### src/rtl/hex_display_scanner.sv
// Time-multiplexed common-anode hex display driver with one shared decoder,
// leading-zero blanking, per-digit blink and frame-synchronous value updates.
module hex_display_scanner #(
  parameter int DIGITS      = 6,
  parameter int REFRESH_DIV = 50000,
  parameter int BLINK_DIV   = 64
) (
  input  logic                  clk_i,
  input  logic                  rst_i,
  input  logic [4*DIGITS-1:0]   value_i,
  input  logic                  load_i,
  input  logic                  enable_i,
  input  logic                  lz_suppress_i,
  input  logic [DIGITS-1:0]     blink_mask_i,
  output logic [6:0]            seg_o,
  output logic [DIGITS-1:0]     digit_sel_o,
  output logic                  frame_done_o
);

  localparam int SW = $clog2(REFRESH_DIV);
  localparam int IW = $clog2(DIGITS);
  localparam int BW = (BLINK_DIV > 1) ? $clog2(BLINK_DIV) : 1;

  localparam logic [SW-1:0] SLOT_LAST  = SW'(REFRESH_DIV - 1);
  localparam logic [IW-1:0] IDX_LAST   = IW'(DIGITS - 1);
  localparam logic [BW-1:0] BLINK_LAST = BW'(BLINK_DIV - 1);

  logic [4*DIGITS-1:0] staging_q, staging_d;
  logic [4*DIGITS-1:0] shadow_q, shadow_d;
  logic                pending_q, pending_d;
  logic [SW-1:0]       slot_q, slot_d;
  logic [IW-1:0]       idx_q, idx_d;
  logic [BW-1:0]       bcnt_q, bcnt_d;
  logic                phase_q, phase_d;
  logic [6:0]          seg_q, seg_d;
  logic [DIGITS-1:0]   sel_q, sel_d;
  logic                fdone_q, fdone_d;

  logic                slot_wrap;
  logic                boundary;
  logic [DIGITS-1:0]   lz_mask;
  logic                zero_run;
  logic [3:0]          nib;
  logic                lz_bit;
  logic                bm_bit;
  logic                blank;

  function automatic logic [6:0] glyph(input logic [3:0] n);
    logic [6:0] g;
    case (n)
      4'h0:    g = 7'h40;
      4'h1:    g = 7'h79;
      4'h2:    g = 7'h24;
      4'h3:    g = 7'h30;
      4'h4:    g = 7'h19;
      4'h5:    g = 7'h12;
      4'h6:    g = 7'h02;
      4'h7:    g = 7'h78;
      4'h8:    g = 7'h00;
      4'h9:    g = 7'h10;
      4'hA:    g = 7'h08;
      4'hB:    g = 7'h03;
      4'hC:    g = 7'h46;
      4'hD:    g = 7'h21;
      4'hE:    g = 7'h06;
      default: g = 7'h0E;
    endcase
    return g;
  endfunction

  // A digit is a leading zero when it and every digit above it are zero
  always_comb begin
    lz_mask  = '0;
    zero_run = 1'b1;
    for (int i = DIGITS - 1; i >= 1; i--) begin
      zero_run   = zero_run & (shadow_q[4*i +: 4] == 4'h0);
      lz_mask[i] = zero_run;
    end
  end

  always_comb begin
    nib    = 4'h0;
    lz_bit = 1'b0;
    bm_bit = 1'b0;
    sel_d  = '1;
    for (int i = 0; i < DIGITS; i++) begin
      if (idx_q == IW'(i)) begin
        nib    = shadow_q[4*i +: 4];
        lz_bit = lz_mask[i];
        bm_bit = blink_mask_i[i];
        sel_d[i] = !(enable_i && (slot_q != '0));
      end
    end
    blank = (lz_suppress_i && lz_bit) || (phase_q && bm_bit);
    seg_d = (enable_i && !blank) ? glyph(nib) : 7'h7F;
  end

  always_comb begin
    slot_wrap = (slot_q == SLOT_LAST);
    boundary  = enable_i && slot_wrap && (idx_q == IDX_LAST);
    fdone_d   = boundary;

    slot_d = slot_q;
    idx_d  = idx_q;
    if (enable_i) begin
      slot_d = slot_wrap ? '0 : slot_q + SW'(1);
      if (slot_wrap)
        idx_d = (idx_q == IDX_LAST) ? '0 : idx_q + IW'(1);
    end

    bcnt_d  = bcnt_q;
    phase_d = phase_q;
    if (boundary) begin
      if (bcnt_q == BLINK_LAST) begin
        bcnt_d  = '0;
        phase_d = !phase_q;
      end else begin
        bcnt_d = bcnt_q + BW'(1);
      end
    end

    // Commit uses staging as it stood before this cycle's load
    staging_d = staging_q;
    shadow_d  = shadow_q;
    pending_d = pending_q;
    if (boundary && pending_q) begin
      shadow_d  = staging_q;
      pending_d = 1'b0;
    end
    if (load_i) begin
      staging_d = value_i;
      pending_d = 1'b1;
    end
  end

  always_ff @(posedge clk_i) begin
    if (rst_i) begin
      staging_q <= '0;
      shadow_q  <= '0;
      pending_q <= 1'b0;
      slot_q    <= '0;
      idx_q     <= '0;
      bcnt_q    <= '0;
      phase_q   <= 1'b0;
      seg_q     <= 7'h7F;
      sel_q     <= '1;
      fdone_q   <= 1'b0;
    end else begin
      staging_q <= staging_d;
      shadow_q  <= shadow_d;
      pending_q <= pending_d;
      slot_q    <= slot_d;
      idx_q     <= idx_d;
      bcnt_q    <= bcnt_d;
      phase_q   <= phase_d;
      seg_q     <= seg_d;
      sel_q     <= sel_d;
      fdone_q   <= fdone_d;
    end
  end

  assign seg_o        = seg_q;
  assign digit_sel_o  = sel_q;
  assign frame_done_o = fdone_q;

endmodule
### config.mk
export PLATFORM = sky130hd
export DESIGN_NAME = hex_display_scanner
export DESIGN_NICKNAME = d
export VERILOG_FILES = /design/src/rtl/hex_display_scanner.sv
export SDC_FILE = /design/constraint.sdc
export NUM_CORES = 1
export LEC_CHECK = 0
export CORE_ASPECT_RATIO = 0.5
export CORE_MARGIN = 4
export CORE_UTILIZATION = 30
export CTS_BUF_LIST = sky130_fd_sc_hd__clkbuf_4 sky130_fd_sc_hd__clkbuf_8
export CTS_CLUSTER_DIAMETER = 80
export DETAILED_ROUTE_END_ITERATION = 7
export MAX_ROUTING_LAYER = met4
export PLACE_DENSITY = 0.46
export SYNTH_ARGS = -nofsm -noshare
export SYNTH_HDL_FRONTEND = slang
export SYNTH_SLANG_ARGS = --single-unit
### constraint.sdc
create_clock -name clk_i -period 3.2 [get_ports clk_i]
set_clock_uncertainty 0.15 [all_clocks]
set_input_delay 0.64 -clock clk_i [delete_from_list [all_inputs] [get_ports clk_i]]
set_output_delay 0.64 -clock clk_i [all_outputs]
set_load 0.03 [all_outputs]
# [After elaboration in Yosys (flattened, before gate mapping)]
# Memories as Yosys holds them, arrays and structs flattened. A register that Yosys moved wholly into a read port is not among the register bits.
# Cells that the tools add are included.
[op_classes] n_mux=22 n_lt_le_gt_ge=0 reduce_logical=28 n_shift=0 eq_ne=7 div_mod_pow=0 add_sub_neg=3 n_bitwise=11 multipliers=0
[op_table] operator="$mux W4" n=6
[op_table] operator="$logic_not A4 Y1" n=5
[op_table] operator="$add A16 B1 Y16 const B" n=1
[op_table] operator="$eq A16 B16 Y1 const B" n=1
[op_table] operator="$mux W16" n=1
[op_table] operator="$reduce_bool A16 Y1" n=1
[op_table] operator="$reduce_or A2 Y1" n=7
[op_table] operator="$mux W1" n=13
[op_table] operator="$logic_and A1 B1 Y1" n=7
[op_table] operator="$not A1 Y1" n=7
[op_table] operator="$add A6 B1 Y6 const B" n=1
[op_table] operator="$eq A3 B2 Y1 const B" n=2
[op_table] operator="$eq A3 B3 Y1 const B" n=2
[op_table] operator="$eq A6 B6 Y1 const B" n=1
[op_table] operator="$mux W6" n=1
[op_table] operator="$and A1 B1 Y1" n=4
[op_table] operator="$reduce_and A2 Y1" n=2
[op_table] operator="$add A3 B1 Y3 const B" n=1
[op_table] operator="$eq A3 B1 Y1 const B" n=1
[op_table] operator="$logic_not A1 Y1" n=3
[op_table] operator="$logic_not A3 Y1" n=1
[op_table] operator="$mux W3" n=1
[op_table] operator="$reduce_bool A2 Y1" n=1
[op_table] operator="$logic_or A1 B1 Y1" n=1
[word_totals] latch_bits=0 wordCells=86 register_bits=82 mem_bits_ro=112 inputBits=35 ram_bits=0 mem_count=1 out_inout_bits=14
[mem_list] memory="(name not given)" words=16 width=7 rd=1 rd_ports_with_merged_regs=1 wr=0 line="50" source="case (n)"

# [Depth between registers and ports, before layout]
# Gate-level depths: netlist of run 1.
[depth] word_depth=16 mapped_depth=14 mapped_depth_nobuf=11

# [Worst setup path before layout of run 1]
# OpenSTA, ideal clock, no wires.
[synth_timing] path_type="register to register" start="reg idx_q[1]" end="reg seg_q[0], in the netlist seg_o[0]" path_stages_with_launch=14 t_required_ns=2.908 slack_ns=0.280 arrival_time_ns=2.628 period_less_slack_ns=2.920 setup_time_ns=0.142 path_buffers=3 path_cell_list="dfxtp_1 -> buf_4 -> clkbuf_1 -> and2_1 -> ha_1 -> buf_2 -> inv_1 -> o21a_1 -> a22oi_1 -> inv_1 -> ha_1 -> nor2_1 -> o2bb2ai_1 -> o21ai_0"
[synth_via] elab_chain_len=13 elab_cells_between_ends=30 cone_classes="5 x eq/ne; 17 x mux; 1 x bitwise; 7 x reduce/logical"
[synth_rtl] item="start, declared" line="32" source="logic [IW-1:0] idx_q, idx_d;"
[synth_rtl] item="start signal, assigned" line="153" source="idx_q <= idx_d;"
[synth_rtl] item="$logic_not A3 Y1" line="87" source="if (idx_q == IW'(i)) begin"
[synth_rtl] item="$mux W1 (6 in series)" line="87"
[synth_rtl] item="$logic_and A1 B1 Y1" line="94" source="blank = (lz_suppress_i && lz_bit) || (phase_q && bm_bit);"
[synth_rtl] item="$logic_or A1 B1 Y1" line="94"
[synth_rtl] item="$logic_not A1 Y1" line="95" source="seg_d = (enable_i && !blank) ? glyph(nib) : 7'h7F;"
[synth_rtl] item="$logic_and A1 B1 Y1" line="95"
[synth_rtl] item="$not A1 Y1 (no source line)"
[synth_rtl] item="$reduce_or A2 Y1 (no source line)"
[synth_rtl] item="end, declared" line="35" source="logic [6:0] seg_q, seg_d;"
# Parallel ways exist; a longest one is shown, timed or not.
# A chain may end at the register's enable or synchronous reset.

# [Worst setup path after layout of run 1]
[layout_timing] start="reg idx_q[2]" end="reg seg_q[0], in the netlist seg_o[0]"
# Same word-level chain as after synthesis.

==> impl_metrics.tcl, run 1 <==
set metrics [dict create \
    status "finished clean" \
    crit_top_cell "inv_1" \
    numCtsBuffers 9 \
    r2r_end "seg_o[0]$_SDFF_PP1_" \
    synth_top_area_cell "dfxtp_1" \
    finalInstanceArea_sq_um 4860 \
    hold_viol 0 \
    critical_path_arrival_ns 2.69 \
    power.total_mw 2.01 \
    cts_setup_buffers 0 \
    whs_endpoint "shadow_q[2]$_SDFFE_PP0P_" \
    grtUsageTotal_pct 13.0 \
    crit_type "reg -> reg" \
    hold_path_class "reg -> reg" \
    tightestPinTransition_ns 0.664 \
    grt_pass1_wl_um 16000 \
    final_common_cell "dfxtp_1" \
    avgSynthCellArea_sq_um 8.96 \
    ir_drop_uv 174 \
    root_buffer "clkbuf_8" \
    drt_iter0_drc 103 \
    cpLargestDelayFamily "adder cells" \
    min-delay-start "shadow_q[2]$_SDFFE_PP0P_" \
    mostFrequentLayoutCells "dfxtp_1 (89), nand2_1 (76), nor2_1 (56)" \
    period_share_pct 81.3 \
    setup_violations 0 \
    crit_fanout 13 \
    diodes 0 \
    ys_types 55 \
    drv_slew 0 \
    syn_nets 496 \
    period_minus_slack_ns 2.60 \
    max_stage_delay_ns 0.48 \
    drive_above_1_share_pct 12.5 \
    ys_seq_area_share_pct 44.1 \
    cts_tree "yes" \
    areaGrowthSynthToFinish_pct 20.4 \
    tns_ns 0 \
    slew_headroom_pct 55.7 \
    start_util_pct 31.3 \
    place_inst 657 \
    clock_path_buffers 2 \
    antenna_found_initial 0 \
    regToRegSetupSlack_ns 0.60 \
    synth_warnings 0 \
    max_freq_mhz 384 \
    coreArea_sq_um 12900 \
    synth_edf_count 0 \
    syn_inst 451 \
    ios 49 \
    crit_required_ns 3.29 \
    final_nets 543 \
    drv_cap 0 \
    layout.cells.non_filler 673 \
    p_per_area_nw_per_um2 413 \
    clock-sinks 89 \
    die_h_um 90.0 \
    setup.worst_path.start_class "flop" \
    wl_um 9380 \
    clkLatencyLatePin_ns 0.35 \
    p_leak_nw 1.77 \
    grt_pass1_vias 3112 \
    netlist_top_cells_area "dfxtp_1 (44%), mux2i_1 (8.4%), nand2_1 (7.1%), nor2_1 (5.2%), a21oi_2 (4.3%)" \
    wl_per_cell_um 13.9 \
    async_flop_share_pct 0 \
    ys.flop_type "dfxtp_1" \
    multiInputGateArea_sq_um 2080 \
    die_w_um 172 \
    cts_resized 0 \
    vias_per_cell 4.65 \
    min_path_cells 2 \
    holdBufCountCts 0 \
    rsz0062_at_grt "no" \
    via_count 3127 \
    r2r-start "idx_q[2]$_SDFFE_PP0P_" \
    die_area_sq_um 15500 \
    r2r_cells 10 \
    ys_ff_latch 89 \
    dp_hpwl_um 6560 \
    netlist_area_sq_um 4040 \
    crit_slowest_cell "ha_1" \
    critPathBufInv 3 \
    gp_congestion 0.777 \
    grt_max_degree 51 \
    path_cells "inv_1 -> ha_1 -> inv_1 -> o21a_1 -> a22oi_1 -> inv_1 -> ha_1 -> nor2_1 -> o2bb2ai_1 -> o21ai_0" \
    num_rows 29 \
    clk_pin_slew_ns 0.09 \
    overflow 0 \
    fin_util_pct 37.7 \
    htreeDepth 3 \
    fill_cells 1346 \
    io_buffers 48 \
    place_area_sq_um 4680 \
    yosysTopAreaCellShare_pct 44.1 \
    drc 0 \
    end_kind "flop" \
    ant_nets 0 \
    first_pass_iters 4 \
    area.sequential_sq_um 1780 \
]
-- state kept, by name, indices dropped and copies added, names as in the netlist --
name	flops
pending_q	1
bcnt_q	6
idx_q	3
frame_done_o	1
seg_o	7
staging_q	24
shadow_q	24
slot_q	16
phase_q	1
digit_sel_o	6
-- final cells by class --
cell class,instances,share of cell area (%)
well taps,170,4.37
clock buffers,12,3.14
repair buffers,62,11.9
multi-input cells,328,42.7
clock inverters,4,0.592
inverters,8,0.617
flip-flops and latches,89,36.6
-- how the worst max path moves through the flow --
stage	from	end	slack (ns)	cells past startpoint
2_1_floorplan	idx_q[1]$_SDFFE_PP0P_	seg_o[0]$_SDFF_PP1_	0.28	13
5_1_grt	idx_q[2]$_SDFFE_PP0P_	seg_o[0]$_SDFF_PP1_	0.34	10
3_3_place_gp	enable_i	shadow_q[19]$_SDFFE_PP0P_	0.44	7
3_5_place_dp	enable_i	shadow_q[19]$_SDFFE_PP0P_	0.37	7
4_1_cts	idx_q[2]$_SDFFE_PP0P_	seg_o[0]$_SDFF_PP1_	0.57	10
6_report	idx_q[2]$_SDFFE_PP0P_	seg_o[0]$_SDFF_PP1_	0.60	10
-- cell usage after synthesis, types with 2 or more instances --
cell type / n
buf_8: 2
ha_1: 10
mux2i_1: 34
nand4_1: 6
buf_4: 3
xnor2_1: 7
mux2_2: 4
and2_1: 2
o221ai_1: 2
buf_6: 2
clkbuf_1: 15
nor3_1: 3
nor3_2: 2
o211ai_1: 8
nor2b_1: 2
nand3_1: 12
buf_2: 3
nand2b_1: 4
nand2_1: 76
or3_1: 2
and4_1: 2
o31ai_1: 2
nand3b_1: 2
inv_1: 7
and3_1: 2
o31a_1: 2
o21ai_0: 10
nor2_1: 56
nor4_1: 8
xor2_1: 11
a21oi_1: 18
a21oi_2: 20
dfxtp_1: 89
a221oi_1: 2
-- worst reg2reg max path, stage by stage (launching register included) --
cell and delay, ns:
dfxtp_1 0.32, inv_1 0.15, ha_1 0.48, inv_1 0.21, o21a_1 0.21, a22oi_1 0.23, inv_1 0.12, ha_1 0.25
nor2_1 0.15, o2bb2ai_1 0.12, o21ai_0 0.09
-- layer usage --
layer,up-vias,routed length (um),track usage (%)
li1,1651,-,-
met1,1440,5150,18.9
met2,31,3890,18.1
met3,5,288,3.33
met4,0,55,2.55
met5,-,0,-
-- power by group --
part / internal (mW) / switching [mW]
logic: 0.0756 / 0.0648
registers: 1.13 / 0.0152
clock network: 0.322 / 0.399
total: 1.53 / 0.479
-- kinds of logic after synthesis --
kind of cell	Yosys count	share of synthesized area, %
XOR/XNOR	18	3.90
multiplexers	39	9.82
adder cells (fa/ha/maj)	10	3.10
AO/OA/AOI/OAI	76	13.7
buffers and inverters	34	4.46
AND/OR/NAND/NOR	185	20.9
flip-flops	89	44.1
-- metrics by stage --
step	hold slack, ns	worst slack, ns
detailed placement	0.303	0.370
finish	0.313	0.598
global route	0.343	0.341
global placement	0.300	0.437
CTS	0.321	0.567
floorplan	0.279	0.280
Power figures use the tool's default switching activity.
==> inputs of run 2 (changes only) <==
- clock period: 3.2 -> 2.6 ns (I/O delays scaled with it)
==> impl_metrics.tcl, run 2 (same netlist as run 1, synthesis figures left out) <==
set metrics [dict create \
    clock-sinks 89 \
    vias_per_cell 4.65 \
    cts_tree "yes" \
    ant_nets 0 \
    status "finished clean" \
    first_pass_iters 4 \
    gp_congestion 0.770 \
    period_minus_slack_ns 2.41 \
    numCtsBuffers 9 \
    antenna_found_initial 0 \
    grt_pass1_wl_um 16300 \
    grt_max_degree 49 \
    period_share_pct 92.8 \
    die_h_um 90.0 \
    die_area_sq_um 15500 \
    dp_hpwl_um 6770 \
    diodes 0 \
    fill_cells 1332 \
    power.total_mw 2.56 \
    wl_um 9490 \
    areaGrowthSynthToFinish_pct 23.7 \
    clock_path_buffers 2 \
    tns_ns 0 \
    holdBufCountCts 0 \
    htreeDepth 3 \
    p_per_area_nw_per_um2 513 \
    drc 0 \
    rsz0062_at_grt "no" \
    drt_iter0_drc 166 \
    finalWorstSetupSlack_ns 0.187 \
    finalInstanceArea_sq_um 4990 \
    root_buffer "clkbuf_8" \
    tightestPinTransition_ns 0.622 \
    layout.cells.non_filler 684 \
    overflow 0 \
    crit_type "reg -> reg" \
    top_regs "shadow_q (24), staging_q (24), slot_q (16)" \
    final_nets 554 \
    p_leak_nw 1.85 \
    slew_headroom_pct 58.5 \
    clkLatencyLatePin_ns 0.37 \
    mostFrequentLayoutCells "dfxtp_1 (88), nand2_1 (76), nor2_1 (56)" \
    drive_above_1_share_pct 14.8 \
    max_freq_mhz 414 \
    setup_violations 0 \
    die_w_um 172 \
    hold_viol 0 \
    hold_path_class "reg -> reg" \
    setup.worst_path.start_class "flop" \
    coreArea_sq_um 12900 \
    ir_drop_uv 217 \
    wl_per_cell_um 13.9 \
    via_count 3182 \
    crit_fanout 8 \
    io_buffers 48 \
    drv_cap 0 \
    place_inst 668 \
    cts_setup_buffers 0 \
    start_util_pct 31.3 \
    pre_cts_ws_ns 0.0668 \
    end_kind "flop" \
    cts_resized 0 \
    critical_path_arrival_ns 2.52 \
    place_area_sq_um 4800 \
    final_common_cell "dfxtp_1" \
    ios 49 \
    grt_pass1_vias 3194 \
    drv_slew 0 \
    clk_pin_slew_ns 0.09 \
    crit_required_ns 2.71 \
    num_rows 29 \
    grtUsageTotal_pct 13.3 \
]
run 2: changes by cell type in the layout (fill, tap and decap cells not counted), sizes merged:
cell,before,now
buf,15,26
clkbuf,12,10
bufinv,0,1
inv,8,9
run 2: report_power, final:
part	switching, mW	total, mW	internal [mW]
logic	0.0817	0.178	0.0964
registers	0.0181	1.41	1.39
clock network	0.512	0.971	0.458
total	0.612	2.56	1.95
run 2: per-stage QoR:
step / hold WS (ns) / utilization, %
floorplan: 0.279 / -
global placement: 0.298 / 37.1
detailed placement: 0.301 / 37.1
CTS: 0.315 / 38.7
global route: 0.332 / 38.7
finish: 0.315 / 38.7
run 2: area by class of cell:
class                      count  area [sq um]  share of cell area [%]
multi-input combinational    328          2080                    41.7
sequential                    89          1780                    35.7
timing repair buffer          73           688                    13.8
tap                          170           213                    4.26
clock buffer                  10           131                    2.63
clock inverter                 6          67.6                    1.35
inverter                       8          30.0                   0.601
run 2: critical path, cell delays in order (launching register included):
cell and delay, ns:
dfxtp_2 0.39, and2_1 0.14, ha_1 0.31, inv_1 0.18, o21a_1 0.21, a22oi_2 0.19, inv_1 0.11, ha_1 0.24
nor2_1 0.16, o2bb2ai_1 0.13, o21ai_0 0.09
run 2: final timing paths:
path	from	end	slack, ns	cells past startpoint
worst max-delay path	idx_q[1]$_SDFFE_PP0P_	seg_o[0]$_SDFF_PP1_	0.19	10
worst min-delay path	staging_q[1]$_SDFFE_PP0P_	shadow_q[1]$_SDFFE_PP0P_	0.31	2
worst max register to register	idx_q[1]$_SDFFE_PP0P_	seg_o[0]$_SDFF_PP1_	0.19	10
worst min register to register	staging_q[1]$_SDFFE_PP0P_	shadow_q[1]$_SDFFE_PP0P_	0.31	2
run 2: layer usage:
layer | vias up | global-route usage (%) | part of all wire [%]
met2 | 37 | 18.5 | 41
met1 | 1466 | 19.0 | 55
met3 | 10 | 3.46 | 3.1
li1 | 1669 | - | -
met4 | 0 | 3.73 | 1.1
met5 | - | - | 0
